**src/rtl/inst_fetch_bridge_pkg.sv**
```systemverilog
// Shared types for the instruction fetch bridge: FSM states, NOP word, line-buffer entry.
// Entry widths follow the core's InstAddrBus (32) / InstBus (32) widths.
package inst_fetch_bridge_pkg;

    localparam int INST_ADDR_BUS_W = 32;
    localparam int INST_BUS_W      = 32;
    localparam int LINE_TAG_W      = INST_ADDR_BUS_W - 2;

    localparam logic [31:0] NOP = 32'h0;

    typedef enum logic [1:0] {
        ST_IDLE,
        ST_REQ,
        ST_WAIT,
        ST_CANCEL
    } fetch_state_e;

    typedef struct packed {
        logic                  valid;
        logic [LINE_TAG_W-1:0] tag;
        logic [INST_BUS_W-1:0] data;
    } line_entry_t;

endpackage

```
**src/rtl/inst_fetch_bridge_line_buf.sv**
```systemverilog
// Instruction line buffer: NUM_ENT {valid, tag, data} entries, round-robin fill, combinational hit.
// Lookup is zero-latency; writes land on the clock edge; flush clears every valid bit.
module inst_line_buf
    import inst_fetch_bridge_pkg::*;
#(
    parameter int TAG_W   = LINE_TAG_W,
    parameter int DATA_W  = INST_BUS_W,
    parameter int NUM_ENT = 1
) (
    input  logic              clk,
    input  logic              rst,
    input  logic              clr_i,
    input  logic              lookup_en_i,
    input  logic [TAG_W-1:0]  lookup_tag_i,
`ifdef INST_BRIDGE_PREFETCH_EN
    input  logic [TAG_W-1:0]  probe_tag_i,
    output logic              probe_hit_o,
`endif
    input  logic              wr_en_i,
    input  logic [TAG_W-1:0]  wr_tag_i,
    input  logic [DATA_W-1:0] wr_data_i,
    output logic              hit_o,
    output logic [DATA_W-1:0] hit_data_o
);

    logic              victim_q;
    logic [NUM_ENT-1:0] hit_vec;
    logic [DATA_W-1:0] ent_data [NUM_ENT];
`ifdef INST_BRIDGE_PREFETCH_EN
    logic [NUM_ENT-1:0] probe_vec;
`endif

    for (genvar i = 0; i < NUM_ENT; i++) begin : g_ent
        logic              vld_q;
        logic [TAG_W-1:0]  tag_q;
        logic [DATA_W-1:0] dat_q;
        logic              sel;

        assign sel = wr_en_i && (victim_q == 1'(i));

        always_ff @(posedge clk or negedge rst) begin
            if (!rst) begin
                vld_q <= 1'b0;
                tag_q <= '0;
                dat_q <= '0;
            end else if (clr_i) begin
                vld_q <= 1'b0;
            end else if (sel) begin
                vld_q <= 1'b1;
                tag_q <= wr_tag_i;
                dat_q <= wr_data_i;
            end
        end

        assign hit_vec[i]  = vld_q && (tag_q == lookup_tag_i);
        assign ent_data[i] = dat_q;
`ifdef INST_BRIDGE_PREFETCH_EN
        assign probe_vec[i] = vld_q && (tag_q == probe_tag_i);
`endif
    end

    // Single-entry builds keep the victim pinned at entry 0.
    always_ff @(posedge clk or negedge rst) begin
        if (!rst) begin
            victim_q <= 1'b0;
        end else if (wr_en_i && !clr_i && (NUM_ENT > 1)) begin
            victim_q <= ~victim_q;
        end
    end

    always_comb begin
        hit_data_o = '0;
        for (int i = 0; i < NUM_ENT; i++) begin
            if (hit_vec[i]) hit_data_o = hit_data_o | ent_data[i];
        end
    end

    assign hit_o = lookup_en_i && (|hit_vec);
`ifdef INST_BRIDGE_PREFETCH_EN
    assign probe_hit_o = |probe_vec;
`endif

endmodule

```
**src/rtl/inst_fetch_bridge.sv**
```systemverilog
// Instruction fetch bridge: line-buffer hit returns same cycle, miss stalls >=3 cycles (IDLE/REQ/WAIT);
// request held until inst_addr_ok_i, one transaction outstanding. INST_BRIDGE_PREFETCH_EN adds next-line prefetch.
module inst_fetch_bridge
    import inst_fetch_bridge_pkg::*;
#(
    parameter int ADDR_W = 32,
    parameter int DATA_W = 32
) (
    input  logic              clk,
    input  logic              rst,
    input  logic              cpu_ce_i,
    input  logic [ADDR_W-1:0] cpu_addr_i,
    output logic [DATA_W-1:0] cpu_inst_o,
    output logic              stallreq_o,
    input  logic              flush_i,
    output logic              inst_req_o,
    output logic [ADDR_W-1:0] inst_addr_o,
    input  logic              inst_addr_ok_i,
    input  logic              inst_data_ok_i,
    input  logic [DATA_W-1:0] inst_rdata_i
);

    localparam int TAG_W = ADDR_W - 2;
`ifdef INST_BRIDGE_PREFETCH_EN
    localparam int NUM_ENT = 2;
`else
    localparam int NUM_ENT = 1;
`endif

    fetch_state_e      state_q, state_d;
    logic [TAG_W-1:0]  req_tag_q, req_tag_d;
    logic              flush_pend_q, flush_pend_d;
    logic [TAG_W-1:0]  cpu_tag;
    logic              misaligned, hit, miss, buf_wr;
    logic [DATA_W-1:0] hit_data;
`ifdef INST_BRIDGE_PREFETCH_EN
    logic              probe_hit;
`endif

    assign cpu_tag    = cpu_addr_i[ADDR_W-1:2];
    assign misaligned = (cpu_addr_i[1:0] != 2'b00);
    assign miss       = cpu_ce_i && !hit && !misaligned;

    inst_line_buf #(
        .TAG_W   (TAG_W),
        .DATA_W  (DATA_W),
        .NUM_ENT (NUM_ENT)
    ) u_line_buf (
        .clk          (clk),
        .rst          (rst),
        .clr_i        (flush_i),
        .lookup_en_i  (cpu_ce_i),
        .lookup_tag_i (cpu_tag),
`ifdef INST_BRIDGE_PREFETCH_EN
        .probe_tag_i  (cpu_tag + TAG_W'(1)),
        .probe_hit_o  (probe_hit),
`endif
        .wr_en_i      (buf_wr),
        .wr_tag_i     (req_tag_q),
        .wr_data_i    (inst_rdata_i),
        .hit_o        (hit),
        .hit_data_o   (hit_data)
    );

    always_ff @(posedge clk or negedge rst) begin
        if (!rst) begin
            state_q      <= ST_IDLE;
            req_tag_q    <= '0;
            flush_pend_q <= 1'b0;
        end else begin
            state_q      <= state_d;
            req_tag_q    <= req_tag_d;
            flush_pend_q <= flush_pend_d;
        end
    end

    always_comb begin
        state_d      = state_q;
        req_tag_d    = req_tag_q;
        flush_pend_d = flush_pend_q;
        buf_wr       = 1'b0;
        unique case (state_q)
            ST_IDLE: begin
                flush_pend_d = 1'b0;
                if (!flush_i && miss) begin
                    state_d   = ST_REQ;
                    req_tag_d = cpu_tag;
                end
`ifdef INST_BRIDGE_PREFETCH_EN
                else if (!flush_i && hit && !misaligned && !probe_hit) begin
                    state_d   = ST_REQ;
                    req_tag_d = cpu_tag + TAG_W'(1);
                end
`endif
            end
            // A flush mid-handshake is remembered so the response can be dropped later.
            ST_REQ: begin
                if (flush_i) flush_pend_d = 1'b1;
                if (inst_addr_ok_i) begin
                    state_d = (flush_i || flush_pend_q) ? ST_CANCEL : ST_WAIT;
                end
            end
            ST_WAIT: begin
                if (inst_data_ok_i) begin
                    buf_wr  = !flush_i;
                    state_d = ST_IDLE;
                end else if (flush_i) begin
                    state_d = ST_CANCEL;
                end
            end
            ST_CANCEL: begin
                if (inst_data_ok_i) state_d = ST_IDLE;
            end
            default: state_d = ST_IDLE;
        endcase
    end

    assign inst_req_o  = (state_q == ST_REQ);
    assign inst_addr_o = {req_tag_q, 2'b00};
    assign cpu_inst_o  = (hit && !misaligned) ? hit_data : DATA_W'(NOP);
    assign stallreq_o  = rst && miss;

endmodule
```
**config.mk**
```make
export PLATFORM = sky130hd
export DESIGN_NAME = inst_fetch_bridge
export DESIGN_NICKNAME = d
export VERILOG_FILES = /design/src/rtl/inst_fetch_bridge_pkg.sv /design/src/rtl/inst_fetch_bridge_line_buf.sv /design/src/rtl/inst_fetch_bridge.sv
export SDC_FILE = /design/constraint.sdc
export NUM_CORES = 1
export LEC_CHECK = 0
export ABC_AREA = 0
export ABC_CLOCK_PERIOD_IN_PS = 4000
export CORE_UTILIZATION = 36
export DETAILED_ROUTE_END_ITERATION = 10
export PLACE_DENSITY = 0.86
export SYNTH_ARGS = -nofsm -noshare
export SYNTH_HDL_FRONTEND = slang
export SYNTH_SLANG_ARGS = --single-unit
```
**constraint.sdc**
```tcl
create_clock -name clk -period 4 [get_ports clk]
set_input_delay 0.8 -clock clk [delete_from_list [all_inputs] [get_ports clk]]
set_output_delay 0.8 -clock clk [all_outputs]
set_load 0.03 [all_outputs]
```
== Word level (Yosys, flattened, before mapping) ==
Index checks and enable logic that the tools add are counted.
Operators by class
  eq/ne operators: 9
  bitwise logic cells: 2
  reductions and logical operators: 20
  muxes and demuxes: 15
Operators by type and width (number)
  32-bit 2-to-1 mux: 2
  30-bit equality test: 1
  2-bit 2-to-1 mux: 5
  1-bit logical AND: 8
  2-bit case mux with 4 select lines: 1
  1-bit 2-to-1 mux: 6
  2-bit inequality test, second input constant: 3
  2-bit AND reduction: 3
  2-bit nonzero test: 3
  2-bit equality test, second input constant: 2
  4-bit AND reduction: 1
  1-bit zero test: 3
  3-bit inequality test, second input constant: 1
  2-bit by 1-bit equality test with 1-bit output, second input constant: 1
  2-bit zero test: 1
  2-bit by 1-bit inequality test with 1-bit output, second input constant: 1
  1-bit inverter: 2
  1-bit case mux with 2 select lines: 1
  1-bit logical OR: 1
Word-level totals
  input port bits: 70
  logic and storage cells: 52
  output and inout bits: 66
  register bits after elaboration: 96

== Longest topological paths before layout ==
  word-level depth: 9
  gate-level depth with buffers: 5
  depth with buffers taken out: 4

== Modules after synthesis ==
From an unflattened synthesis, not the netlist that was laid out.
Unflattened totals
  cell total of the unflattened synthesis: 167
  area total of the unflattened synthesis: 2021.9 um2
Modules (own cells, without submodules)
  inst_fetch_bridge: cells each 121, seq. area each 825.8 um2, area each 1662.8 um2, instances 1
  inst_line_buf: cells each 46, seq. area each 25.0 um2, area each 359.1 um2, instances 1

== Worst setup path after synthesis ==
No wires, ideal clock.
  kind: input to output
  start point: in cpu_addr_i[1]
  end point: out stallreq_o
  slack: 1.253 ns
  stages on the path: 2
  data required time: 3.200 ns
  arrival time: 1.947 ns
  path buffers: 0
  cells stage by stage: or3b_1 -> nor3b_1
On the way
  word-level cells in the longest chain between the ends: 4
Ends and longest elaborated chain
  from (decl): line inst_fetch_bridge.sv:12  | input logic [ADDR_W-1:0] cpu_addr_i,
  2-bit nonzero test: line inst_fetch_bridge.sv:41  | assign misaligned = (cpu_addr_i[1:0] != 2'b00);
  1-bit zero test: line inst_fetch_bridge.sv:42  | assign miss = cpu_ce_i && !hit && !misaligned;
  1-bit logical AND: line inst_fetch_bridge.sv:42
  1-bit logical AND: line inst_fetch_bridge.sv:121  | assign stallreq_o = rst && miss;
  to (decl): line inst_fetch_bridge.sv:14  | output logic stallreq_o,
Every way passes these cells.

== Final worst setup path ==
  start point: in cpu_addr_i[8]
  end point: out stallreq_o
On the way
  word-level cells in the longest chain between the ends: 7
Ends and longest elaborated chain
  30-bit equality test: line inst_fetch_bridge_line_buf.sv:55  | assign hit_vec[i] = vld_q && (tag_q == lookup_tag_i);
  1-bit logical AND: line inst_fetch_bridge_line_buf.sv:55
  1-bit logical AND: line inst_fetch_bridge_line_buf.sv:78  | assign hit_o = lookup_en_i && (|hit_vec);
  1-bit zero test: line inst_fetch_bridge.sv:42
  1-bit logical AND (2 in a row): line inst_fetch_bridge.sv:42
  1-bit logical AND: line inst_fetch_bridge.sv:121
Every way passes these cells.

==> reports/metrics.sh <==
OUTCOME='complete, no violations'
PLACE.DETAILED.HPWL_MICRONS=2761
FINAL-HOLD-VIOLATION-COUNT=0
CLOCK_PATH_BUFFERS=2
SYNTH_COMMONEST_CELLS='sky130_fd_sc_hd__buf_4, sky130_fd_sc_hd__dfrtp_1, sky130_fd_sc_hd__mux2_4'
IO-PIN-COUNT=136
REG2REG_SETUP_SLACK_NS=1.98
TIMING.HOLD.WORST.START='req_tag_q[29]'
CRIT_TYPE='in2out'
PORT_BUFFERS=69
CTS_SETUP_BUFFERS=0
SYNTH.TOP_CELLS.BY_AREA='sky130_fd_sc_hd__dfrtp_1, sky130_fd_sc_hd__mux2_4, sky130_fd_sc_hd__buf_4'
GRT_MAX_DEGREE=35
SETUP_VIOL=0
DP_WORST_SETUP_SLACK_NS=0.7518
POWER_LEAKAGE_nW=1.154
YS_FF_LATCH=34
FILL_CELLS=394
SYNTH_CELL_TYPES=23
ANT_NETS=0
ANTENNADIODECOUNT=0
FINAL.SETUP.TNS_NS=0
WORST_HOLD_SLACK_NS=0.4967
REG2REGPATHDEPTH=5
STARTPOINT='cpu_addr_i[8]'
CLOCK_TRANSITION_TIME_AT_THE_FLIP_FLOP_CLOCK_PINS_OF_THE_WORST_SETUP_AND_HOLD_PATHS_NS=0.07
FP-ROW-COUNT=24
DETAILROUTE.VIA_COUNT=1133
CTSHTREEMAXLEVEL=2
CRITICAL_PATH.ENDPOINT_TYPE='primary output'
CTSHOLDBUFFERS=0
PLACE.GP.CONGESTION=0.7676
TIMING.RR.END='req_tag_q[5]'
POSTSYNTH.TOPFLOPCELL='sky130_fd_sc_hd__dfrtp_1'
DESIGN.CORE.AREA_SQ_UM=4504
STARTING_DENSITY_OF_THE_CORE_PCT=38.53
MAX_FREQ_MHz=317.1
GR-USAGE-ALL-LAYERS_PCT=14.75
HOLDCRITPATHCLASS='reg2reg'
VDD.IR_DROP.WORST_mV=0.3465
SYNTH_TOP_CELL_BY_AREA='sky130_fd_sc_hd__dfrtp_1'
YS_SEQ_AREA_SHARE_PCT=49.03
TRITONCTS.NUM_BUFFERS=5
POWERDENSITY_nW_PER_UM2=685.9
POSTSYNTH.ASYNCRESETSHARE_PCT=100.0
DESIGN.FINAL.NETS=275
FIRST_GLOBAL_VIAS=1096
DRTITER0DRC=40
PLACED_CELL_AREA_SQ_UM=2367
TIMING.RR.START='u_line_buf.g_ent[0].vld_q'
DESIGN.DIE.AREA_SQ_UM=5102
SETUP_SLACK_NS=0.8466
DRTPASS1ITERATIONS=4
CLK-INSERTION-DELAY-LATE_NS=0.27
MAXCAPVIOLCOUNT=0
DIE_WIDTH_MICRONS=71.43
START_KIND='input pin'
POSTLAYOUTCELLAREA_SQ_UM=2446
FINAL.PERIOD_UTILIZATION_PCT=78.84
RESIZED_GATES_AFTER_CTS=0
FINALCLOCKSKEW_NS=0.004813
NETLIST.AREA_LEADER.SHARE_PCT=49.03
SYNTH-WARNING-COUNT=1
POST-ROUTE-DRC-COUNT=0
SETUP_REPAIR_AFTER_GLOBAL_ROUTING_MISSED_ITS_MARGIN='no'
WL_PER_CELL_MICRONS=13.97
CRITPATHARRIVALTIME_NS=2.35
FINAL.MIN_CLOCK_PERIOD_NS=3.153
TIMING.HOLD.WORST_ENDPOINT='req_tag_q[29]'
ROOT_BUFFER='sky130_fd_sc_hd__clkbuf_8'
DRT_WL_TOTAL_MICRONS=3591
POST_ROUTE_CELLS_DRIVE_ABOVE_1_SHARE_PCT=20.98
WORSTHOLDPATHCELLS=1
FINAL-MAX-SLEW-VIOLATION-COUNT=0
CRIT_PATH_MAX_FANOUT=3
GRT_PASS1_WL_MICRONS=5664
TRITONCTS_CLOCK_TREE='built'
GLOBAL_ROUTE.OVERFLOW_TOTAL=0
TOTAL_POWER_mW=1.678
POST_SYNTH_INST_COUNT=130
DIE_H_MICRONS=71.43
SYNTH_AREA_PER_CELL_SQ_UM=13.35
SYNTH_EDF_COUNT=0
WORST_EP_REQUIRED_TIME_NS=3.20
VIAS_PER_CELL=4.409
AREA_GROWTH_PCT=40.95
SYNTH_AREA_SQ_UM=1735
ANTENNA_FOUND_INITIAL=0
TRITONCTS_NUM_SINKS=34
==> layer usage <==
| metal | vias up | global-route usage (%) | routed length [microns] |
|---|---|---|---|
| met3 | 2 | 3.797 | 161 |
| li1 | 531 | - | - |
| met5 | - | 0 | 0 |
| met1 | 546 | 18.50 | 1567 |
| met4 | 0 | 6.000 | 36 |
| met2 | 54 | 24.34 | 1826 |
==> placed cells by master (no fill, tap or decap), types with 2 or more instances in the layout <==
master,Yosys,layout
sky130_fd_sc_hd__o21ai_0,2,2
sky130_fd_sc_hd__clkinv_2,0,2
sky130_fd_sc_hd__clkdlybuf4s50_1,0,68
sky130_fd_sc_hd__clkbuf_8,0,5
sky130_fd_sc_hd__nor2b_1,2,2
sky130_fd_sc_hd__buf_4,34,3
sky130_fd_sc_hd__nor4_1,6,6
sky130_fd_sc_hd__mux2_2,9,9
sky130_fd_sc_hd__mux2_4,20,20
sky130_fd_sc_hd__nor2_1,4,4
sky130_fd_sc_hd__nand4_1,2,2
sky130_fd_sc_hd__a21oi_1,2,2
sky130_fd_sc_hd__dfrtp_1,34,34
sky130_fd_sc_hd__conb_1,1,34
==> worst max-delay path, cell delays in order <==
cell and delay [ns]:
sky130_fd_sc_hd__clkdlybuf4s50_1 0.43, sky130_fd_sc_hd__nor4_1 0.44, sky130_fd_sc_hd__nand4_1 0.29, sky130_fd_sc_hd__nor2_1 0.16
sky130_fd_sc_hd__nor3b_1 0.06, sky130_fd_sc_hd__buf_4 0.17
==> cell families after synthesis <==
family / share of synthesized area, %
buf+inv: 16.87
flops: 49.03
mux: 24.37
simple gates: 7.137
compound gates: 2.379
other cells: 0.2161
==> power by group <==
part / internal (mW) / switching (mW)
Sequential: 0.489 / 0.0812
Combinational: 0.419 / 0.456
Clock: 0.117 / 0.116
==> worst max path at each step <==
| stage | endpoint | depth (start not counted) |
|---|---|---|
| floorplan | stallreq_o | 2 |
| global placement | req_tag_q[4] | 6 |
| detailed placement | req_tag_q[5] | 6 |
| CTS | stallreq_o | 6 |
| global route | stallreq_o | 6 |
| finish | stallreq_o | 6 |
==> area by class of cell <==
type                            instances  area (sq um)  area share, %
Timing Repair Buffer                   72         723.2          29.57
Inverter                                1         3.754         0.1535
Sequential cell                        34         850.8          34.78
Multi-Input combinational cell         91         724.4          29.62
Tap cell                               52         65.06          2.660
Clock inverter                          2         10.01         0.4092
Clock buffer                            5         68.82          2.813
==> flip-flops by register name (all words and copies together) (netlist names) <==
register / cells
flush_pend_q: 1
state_q: 2
req_tag_q: 30
u_line_buf.g_ent.vld_q: 1
==> per-stage QoR <==
stage	cells	utilization (%)
final	257	54.31
after global routing	257	54.31
after CTS	257	54.31
after detailed placement	250	52.56
after global placement	250	52.56
after floorplan	163	-
No activity file was read; power rests on OpenSTA's default activity.
